==> config.mk <==
export PLATFORM = sky130hd
export DESIGN_NAME = hazard_stall_ctrl
export DESIGN_NICKNAME = d
export VERILOG_FILES = /design/src/rtl/cpu_pkg.sv /design/src/rtl/hazard_dep_cmp.sv /design/src/rtl/hazard_stall_ctrl.sv
export SDC_FILE = /design/constraint.sdc
export NUM_CORES = 1
export LEC_CHECK = 0
export CORE_ASPECT_RATIO = 0.9
export CORE_MARGIN = 5
export CORE_UTILIZATION = 42
export CTS_BUF_LIST = sky130_fd_sc_hd__clkbuf_16
export DETAILED_ROUTE_END_ITERATION = 7
export PLACE_DENSITY_LB_ADDON = 0.12
export SLEW_MARGIN = 40
export SYNTH_ARGS = -nofsm -noshare
export SYNTH_HDL_FRONTEND = slang
export SYNTH_SLANG_ARGS = --single-unit
==> constraint.sdc <==
create_clock -name clk -period 2 [get_ports clk]
set_input_delay 0.2 -clock clk [delete_from_list [all_inputs] [get_ports clk]]
set_output_delay 0.2 -clock clk [all_outputs]
set_load 0.02 [all_outputs]
==> src/rtl/cpu_pkg.sv <==
// Shared CPU pipeline definitions: register-file sizing, hazard FSM states, NOP encoding.
package cpu_pkg;

   localparam int unsigned REG_AW_DEF = 4;

   // addi x0, x0, 0 -- written into IF/ID when the pipeline flushes
   localparam logic [31:0] NOP_INSN = 32'h0000_0013;

   typedef enum logic [1:0] {
      ST_RUN   = 2'd0,
      ST_STALL = 2'd1,
      ST_HALT  = 2'd2
   } hz_state_t;

endpackage

==> src/rtl/hazard_dep_cmp.sv <==
// Combinational match of one producer register against the two ID-stage sources.
module hazard_dep_cmp import cpu_pkg::*; #(
   parameter int unsigned REG_AW   = REG_AW_DEF,
   parameter int unsigned ZERO_REG = 0
) (
   input  logic [REG_AW-1:0] rd,
   input  logic [REG_AW-1:0] rs1,
   input  logic [REG_AW-1:0] rs2,
   input  logic              rs1_used,
   input  logic              rs2_used,
   output logic              hit_c
);

   // A hardwired-zero destination can never feed a real value forward
   always_comb begin
      hit_c = ((rd == rs1) && rs1_used) || ((rd == rs2) && rs2_used);
      if ((ZERO_REG != 0) && (rd == '0)) hit_c = 1'b0;
   end

endmodule

==> src/rtl/hazard_stall_ctrl.sv <==
// ID-stage hazard controller: load-use stall, mul/div interlock, branch flush, sticky halt.
module hazard_stall_ctrl import cpu_pkg::*; #(
   parameter int unsigned REG_AW   = REG_AW_DEF,
   parameter int unsigned LOAD_LAT = 1,
   parameter int unsigned ZERO_REG = 0,
   parameter int unsigned CNT_W    = 16
) (
   input  logic              clk,
   input  logic              rst_n,
   input  logic [REG_AW-1:0] id_rs1,
   input  logic [REG_AW-1:0] id_rs2,
   input  logic              id_rs1_used,
   input  logic              id_rs2_used,
   input  logic [REG_AW-1:0] ex_rd,
   input  logic              ex_mem_read,
   input  logic              md_busy,
   input  logic [REG_AW-1:0] md_rd,
   input  logic              branch_taken,
   input  logic              halt_op,
   output logic              pc_write,
   output logic              ifid_write,
   output logic              idex_bubble,
   output logic              ifid_flush,
   output logic              halted,
   output logic [CNT_W-1:0]  stall_cycles
);

   localparam int unsigned        SCNT_W    = $clog2(LOAD_LAT + 1);
   localparam logic [SCNT_W-1:0] SCNT_LOAD = SCNT_W'(LOAD_LAT - 1);

   hz_state_t         state, state_nxt;
   logic [SCNT_W-1:0] scnt, scnt_nxt;
   logic              load_dep, md_dep;
   logic              load_haz, md_haz;

   hazard_dep_cmp #(.REG_AW(REG_AW), .ZERO_REG(ZERO_REG)) u_load_cmp (
      .rd       (ex_rd),
      .rs1      (id_rs1),
      .rs2      (id_rs2),
      .rs1_used (id_rs1_used),
      .rs2_used (id_rs2_used),
      .hit_c    (load_dep)
   );

   hazard_dep_cmp #(.REG_AW(REG_AW), .ZERO_REG(ZERO_REG)) u_md_cmp (
      .rd       (md_rd),
      .rs1      (id_rs1),
      .rs2      (id_rs2),
      .rs1_used (id_rs1_used),
      .rs2_used (id_rs2_used),
      .hit_c    (md_dep)
   );

   assign load_haz = ex_mem_read && load_dep;
   assign md_haz   = md_busy && md_dep;

   // State and load-latency countdown registers
   always_ff @(posedge clk or negedge rst_n) begin
      if (!rst_n) begin
         state <= ST_RUN;
         scnt  <= '0;
      end else begin
         state <= state_nxt;
         scnt  <= scnt_nxt;
      end
   end

   // Next-state and pipeline-control decode; reset holds the pipeline in free-run
   always_comb begin
      state_nxt   = state;
      scnt_nxt    = scnt;
      pc_write    = 1'b1;
      ifid_write  = 1'b1;
      idex_bubble = 1'b0;
      ifid_flush  = 1'b0;
      halted      = 1'b0;
      if (rst_n) begin
         case (state)
            ST_RUN: begin
               if (branch_taken) begin
                  ifid_flush  = 1'b1;
                  idex_bubble = 1'b1;
               end else if (load_haz) begin
                  pc_write    = 1'b0;
                  ifid_write  = 1'b0;
                  idex_bubble = 1'b1;
                  if (LOAD_LAT > 1) begin
                     state_nxt = ST_STALL;
                     scnt_nxt  = SCNT_LOAD;
                  end
               end else if (md_haz) begin
                  pc_write    = 1'b0;
                  ifid_write  = 1'b0;
                  idex_bubble = 1'b1;
               end else if (halt_op) begin
                  state_nxt = ST_HALT;
               end
            end
            ST_STALL: begin
               if (branch_taken) begin
                  ifid_flush  = 1'b1;
                  idex_bubble = 1'b1;
                  state_nxt   = ST_RUN;
                  scnt_nxt    = '0;
               end else begin
                  pc_write    = 1'b0;
                  ifid_write  = 1'b0;
                  idex_bubble = 1'b1;
                  scnt_nxt    = scnt - SCNT_W'(1);
                  if (scnt == SCNT_W'(1)) state_nxt = ST_RUN;
               end
            end
            ST_HALT: begin
               pc_write    = 1'b0;
               ifid_write  = 1'b0;
               idex_bubble = 1'b1;
               halted      = 1'b1;
            end
            default: begin
               state_nxt = ST_RUN;
               scnt_nxt  = '0;
            end
         endcase
      end
   end

   // Saturating count of cycles lost to stalls (halt cycles excluded)
   always_ff @(posedge clk or negedge rst_n) begin
      if (!rst_n) begin
         stall_cycles <= '0;
      end else if (!pc_write && (state != ST_HALT) && (stall_cycles != '1)) begin
         stall_cycles <= stall_cycles + CNT_W'(1);
      end
   end

endmodule
# Yosys cells after proc, flatten, opt, wreduce, memory -nomap -nowiden

Cells that the tools add are included.

Logic and storage cells: 61
Output and inout port bits: 21
Bits of input ports: 24
Register bits: 19

Equal/unequal tests: 13
Bitwise operators: 2
Muxes and demuxes: 24
Add/subtract/negate cells: 2
Reduce and logical (&&, ||, !) cells: 17

Operators by type and width:

| kind                    | count |
|---|---|
| $add A16 B1 Y16 const B | 1 |
| $eq A4 B4 Y1            | 4 |
| $ne A16 B16 Y1 const B  | 1 |
| $mux W1                 | 14 |
| $mux W2                 | 6 |
| $ne A2 B2 Y1 const B    | 5 |
| $logic_and A1 B1 Y1     | 8 |
| $reduce_and A7 Y1       | 1 |
| $pmux W2 S3             | 1 |
| $reduce_or A2 Y1        | 3 |
| $pmux W1 S2             | 2 |
| $ne A3 B3 Y1 const B    | 1 |
| $pmux W1 S3             | 1 |
| $eq A2 B1 Y1 const B    | 1 |
| $eq A2 B2 Y1 const B    | 1 |
| $logic_not A2 Y1        | 1 |
| $logic_or A1 B1 Y1      | 2 |
| $not A1 Y1              | 2 |
| $reduce_and A2 Y1       | 1 |
| $logic_not A1 Y1        | 1 |
| $sub A1 B1 Y1 const B   | 1 |

# Depth between registers and ports, before layout

Depth after elaboration: 12
Depth in mapped cells: 7
Depth with buffers taken out: 6

# Modules after synthesis

A second synthesis with hierarchy kept.

Cells, all modules: 113
Area, all modules: 1114.8 um2

Modules (own cells, without submodules):

| module            | seq. area each (um2) | area an instance (um2) | times used | cells each |
|---|---|---|---|---|
| hazard_stall_ctrl | 425.4                | 917.1                  | 1          | 83 |
| hazard_dep_cmp    | 0.0                  | 98.8                   | 2          | 15 |

# Worst setup path after synthesis

OpenSTA, ideal clock, no wires.

Path type: flip-flop to flip-flop
Start point: register stall_cycles[3]
End point: register stall_cycles[1]
Setup slack: 240 ps
Clock period less this slack: 1760 ps
Data arrival time: 1635 ps
Path buffers: 0
Stages on the path, launching flop included: 7
Library setup time: 125 ps
Required time: 1875 ps
Path through: dfrtp_1 and4_1 and3_1 nand4_1 and2_1 nand2_2 mux2_2

Cells in the longest elaborated chain, start to end: 2

Ends and longest elaborated chain:

| item                   | RTL line                 | text |
|---|---|---|
| start, declared        | hazard_stall_ctrl.sv:25  | `output logic [CNT_W-1:0] stall_cycles` |
| start signal, assigned | hazard_stall_ctrl.sv:132 | `stall_cycles <= stall_cycles + CNT_W'(1);` |
| $ne A16 B16 Y1         | hazard_stall_ctrl.sv:131 | `end else if (!pc_write && (state != ST_HALT) && (stall_cycles != '1)) begin` |
| $logic_and A1 B1 Y1    | hazard_stall_ctrl.sv:131 |  |

No other way between the ends.
A chain may end at the register's enable or synchronous reset.

# Worst setup path in the final report

Start point: input id_rs1[2]
End point: register stall_cycles[1]

Cells in the longest elaborated chain, start to end: 12
Elaborated cells between the ends (all ways): 16
Classes of those cells: eq/ne: 2; mux: 5; reduce/logical: 9

Ends and longest elaborated chain:

| item                                 | RTL line                 | text |
|---|---|---|
| start, declared                      | hazard_stall_ctrl.sv:10  | `input logic [REG_AW-1:0] id_rs1,` |
| $eq A4 B4 Y1                         | hazard_dep_cmp.sv:16     | `hit_c = ((rd == rs1) && rs1_used) \|\| ((rd == rs2) && rs2_used);` |
| $logic_and A1 B1 Y1                  | hazard_dep_cmp.sv:16     |  |
| $logic_or A1 B1 Y1                   | hazard_dep_cmp.sv:16     |  |
| $logic_and A1 B1 Y1                  | hazard_stall_ctrl.sv:55  | `assign md_haz = md_busy && md_dep;` |
| $mux W1                              | hazard_stall_ctrl.sv:91  | `end else if (md_haz) begin` |
| $mux W1 (*)                          | hazard_stall_ctrl.sv:83  | `end else if (load_haz) begin` |
| $mux W1 (*)                          | hazard_stall_ctrl.sv:80  | `if (branch_taken) begin` |
| $pmux W1 S3 (*)                      | hazard_stall_ctrl.sv:78  | `case (state)` |
| $mux W1 (*)                          | hazard_stall_ctrl.sv:77  | `if (rst_n) begin` |
| $logic_not A1 Y1 (*)                 | hazard_stall_ctrl.sv:131 |  |
| $logic_and A1 B1 Y1 (*) (2 in a row) | hazard_stall_ctrl.sv:131 |  |

Mark *: on every way between the ends. The rest lies on a longest branch, timed or not.

==> flow_summary.yaml <==
sta:
  max_clock_freq_mhz: 516
  hold_viol: 0
  min_period_over_period: 0.969
  fin_skew_ns: 0.000706
  hold_slack_ns: 0.475
  finalSetupViolCount: 0
  tightest_slew_ns: 0.322
  fin_crit_ns: 1.94
  setup_tns_ns: 0
  slew_violations: 0
  max_slew_margin: 0.783
power:
  finalPower_uw: 881
  power.leakage_nw: 0.878
  ir_drop_mv: 0.490
  p_per_area_nw_per_um2: 471
synth:
  synth_top_area_frac: 0.395
  ys_types: 25
  synthCells: 107
  syn_area_um2: 1080
  synth_edf_count: 0
  ys_seq_area_frac: 0.395
  async_flop_share: 1.00
  synth_flop_cell: "dfrtp_1"
  synth_largest_area_cell: "dfrtp_1"
  syn_avg_cell_area_um2: 10.1
  syn_nets: 132
  synth_warnings: 0
  ys_ff_latch: 17
  ys_top_cells_by_area: "dfrtp_1 40%, xnor2_1 15%, xor2_1 9.8%, nand4_1 8.1%, nand3_1 3.7%"
final_layout:
  multi_input_area_um2: 667
  synthToLayoutAreaGrowth_pct: 73.8
  drive_above_1_share: 0.242
  nets: 204
  fin_cells: 206
  antenna_cells: 0
  seq_area_um2: 425
  final_cell_mix: "27 x buf_4, 27 x clkdlybuf4s50_1, 19 x xnor2_1, 17 x dfrtp_1, 14 x nand4_1"
  nFillCells: 170
run:
  max_cap_viol_count: 0
die:
  ioPinCount: 45
  core_um2: 2450
  die_w_um: 63.4
  start_util: 0.440
  fp.dieH_um: 58.0
  num_rows: 17
  dieArea_um2: 3680
cts:
  cts_tree: "done"
  clkLatencyLatePin_ns: 0.25
  clock-root-buffer: "clkbuf_16"
  htree_levels: 1
  ctsHoldBuffers: 0
  clock_sinks: 17
  path_clk_slew_ns: 0.05
  numCtsBuffers: 3
  cts_buffer_depth: 2
placed_design:
  dp.final_hpwl_mm: 2.33
  place.gp.congestion: 0.855
  placed_cells: 190
  io_buffers: 44
grt:
  grt_pass1_vias: 1127
  overflow: 0
  grt_start_max_net_pins: 13
  antenna_found_initial: 0
  grt_pass1_wl_mm: 5.19
  grtUsageTotal: 0.175
drt:
  postRouteAntennaNets: 0
  routed_wl_mm: 3.34
  vias: 1110
  drc: 0
  vias_per_cell: 5.39
  first_iter_violations: 31
  wl_per_cell_um: 16.2
  firstDrtPassIters: 4
run_status:
  status: "finished, final reports clean"
setup_path:
  crit_path_start_kind: "primary input"
  critPathArrivalTime_ns: 2.07
  timing.rr.start: "stall_cycles[4]"
  path_class: "in -> reg"
  end_kind: "flop"
  critPathMaxFanout: 3
  cp-startpoint: "id_rs1[2]"
  r2r_setup_slack_ns: 0.13
  worstPathRequired_ns: 2.13
hold_path:
  hold_path.class: "in -> async"
[sequential cells by signal, indices dropped and copies added, names as in the netlist]
register      cells
state             1
stall_cycles     16
[critical path, cell delays in order]
cell	delay, ns
dlygate4sd2_1	0.26
xor2_1	0.17
nor3_2	0.23
nand4_1	0.23
buf_4	0.21
buf_4	0.13
a41oi_4	0.18
buf_6	0.14
nand2_2	0.05
mux2_2	0.26
[report_power, final]
part           internal, mW  switching [mW]  total (mW)
Combinational        0.0775          0.0675       0.145
Clock                 0.265           0.127       0.392
Sequential            0.345               0       0.345
[per-layer routing]
layer | share of wire | up-vias | wire length (µm) | track usage
li1 | - | 531 | - | -
met4 | 0.015 | 0 | 51 | 0.0475
met2 | 0.51 | 28 | 1710 | 0.288
met3 | 0.050 | 8 | 166 | 0.0543
met5 | 0 | - | 0 | 0
met1 | 0.42 | 543 | 1420 | 0.223
[repair_timing]
| item | CTS | global route |
|---|---|---|
| gates resized for setup | 23 | 20 |
| setup buffers | 8 | 3 |
| endpoints found under the setup margin | 3 | 20 |
| gates cloned | 0 | 1 |
| pin swaps | 10 | 15 |
[path summary, 6_finish.rpt]
kind,to,depth (start not counted)
setup / recovery,stall_cycles[1],10
hold / removal,state[1],2
setup reg to reg,stall_cycles[1],6
hold reg to reg,stall_cycles[8],1
max in group asynchronous,stall_cycles[8],2
min in group clk,stall_cycles[8],1
[cells in the mapped netlist, types with 2 or more instances]
cell type  number
xnor2_1        19
dfrtp_1        17
nand4_1        14
xor2_1         12
nand3_1         8
and3_1          6
nor3_1          5
and2_1          3
and4_1          3
inv_1           3
buf_4           2
nor2_1          2
[cells by family after synthesis]
group	after synthesis	share of synthesized area
muxes	1	0.0105
and+or+nand+nor	44	0.241
adders and majority gates	1	0.0116
AOI/OAI and AO/OA	6	0.0500
DFF	17	0.395
buffers and inverters	7	0.0395
xor gates and xnor gates	31	0.252
[layout make-up]
| type | instances | share of cell area |
|---|---|---|
| repair buffers | 71 | 0.349 |
| multi-input cells | 83 | 0.357 |
| clock buffers | 3 | 0.0401 |
| flip-flops and latches | 17 | 0.227 |
| clock inverters | 1 | 0.00201 |
| inverters | 3 | 0.00602 |
| well taps | 28 | 0.0187 |
[per-stage QoR]
step,setup slack (ns),instance area (µm²),utilization
2_1_floorplan,0.240,1080,-
4_1_cts,0.00378,1770,0.724
5_1_grt,-0.0255,1870,0.765
3_5_place_dp,-0.466,1630,0.668
3_3_place_gp,-0.388,1630,0.668
6_report,0.0622,1870,0.765
Note: power is estimated with default switching activity, not from simulation.
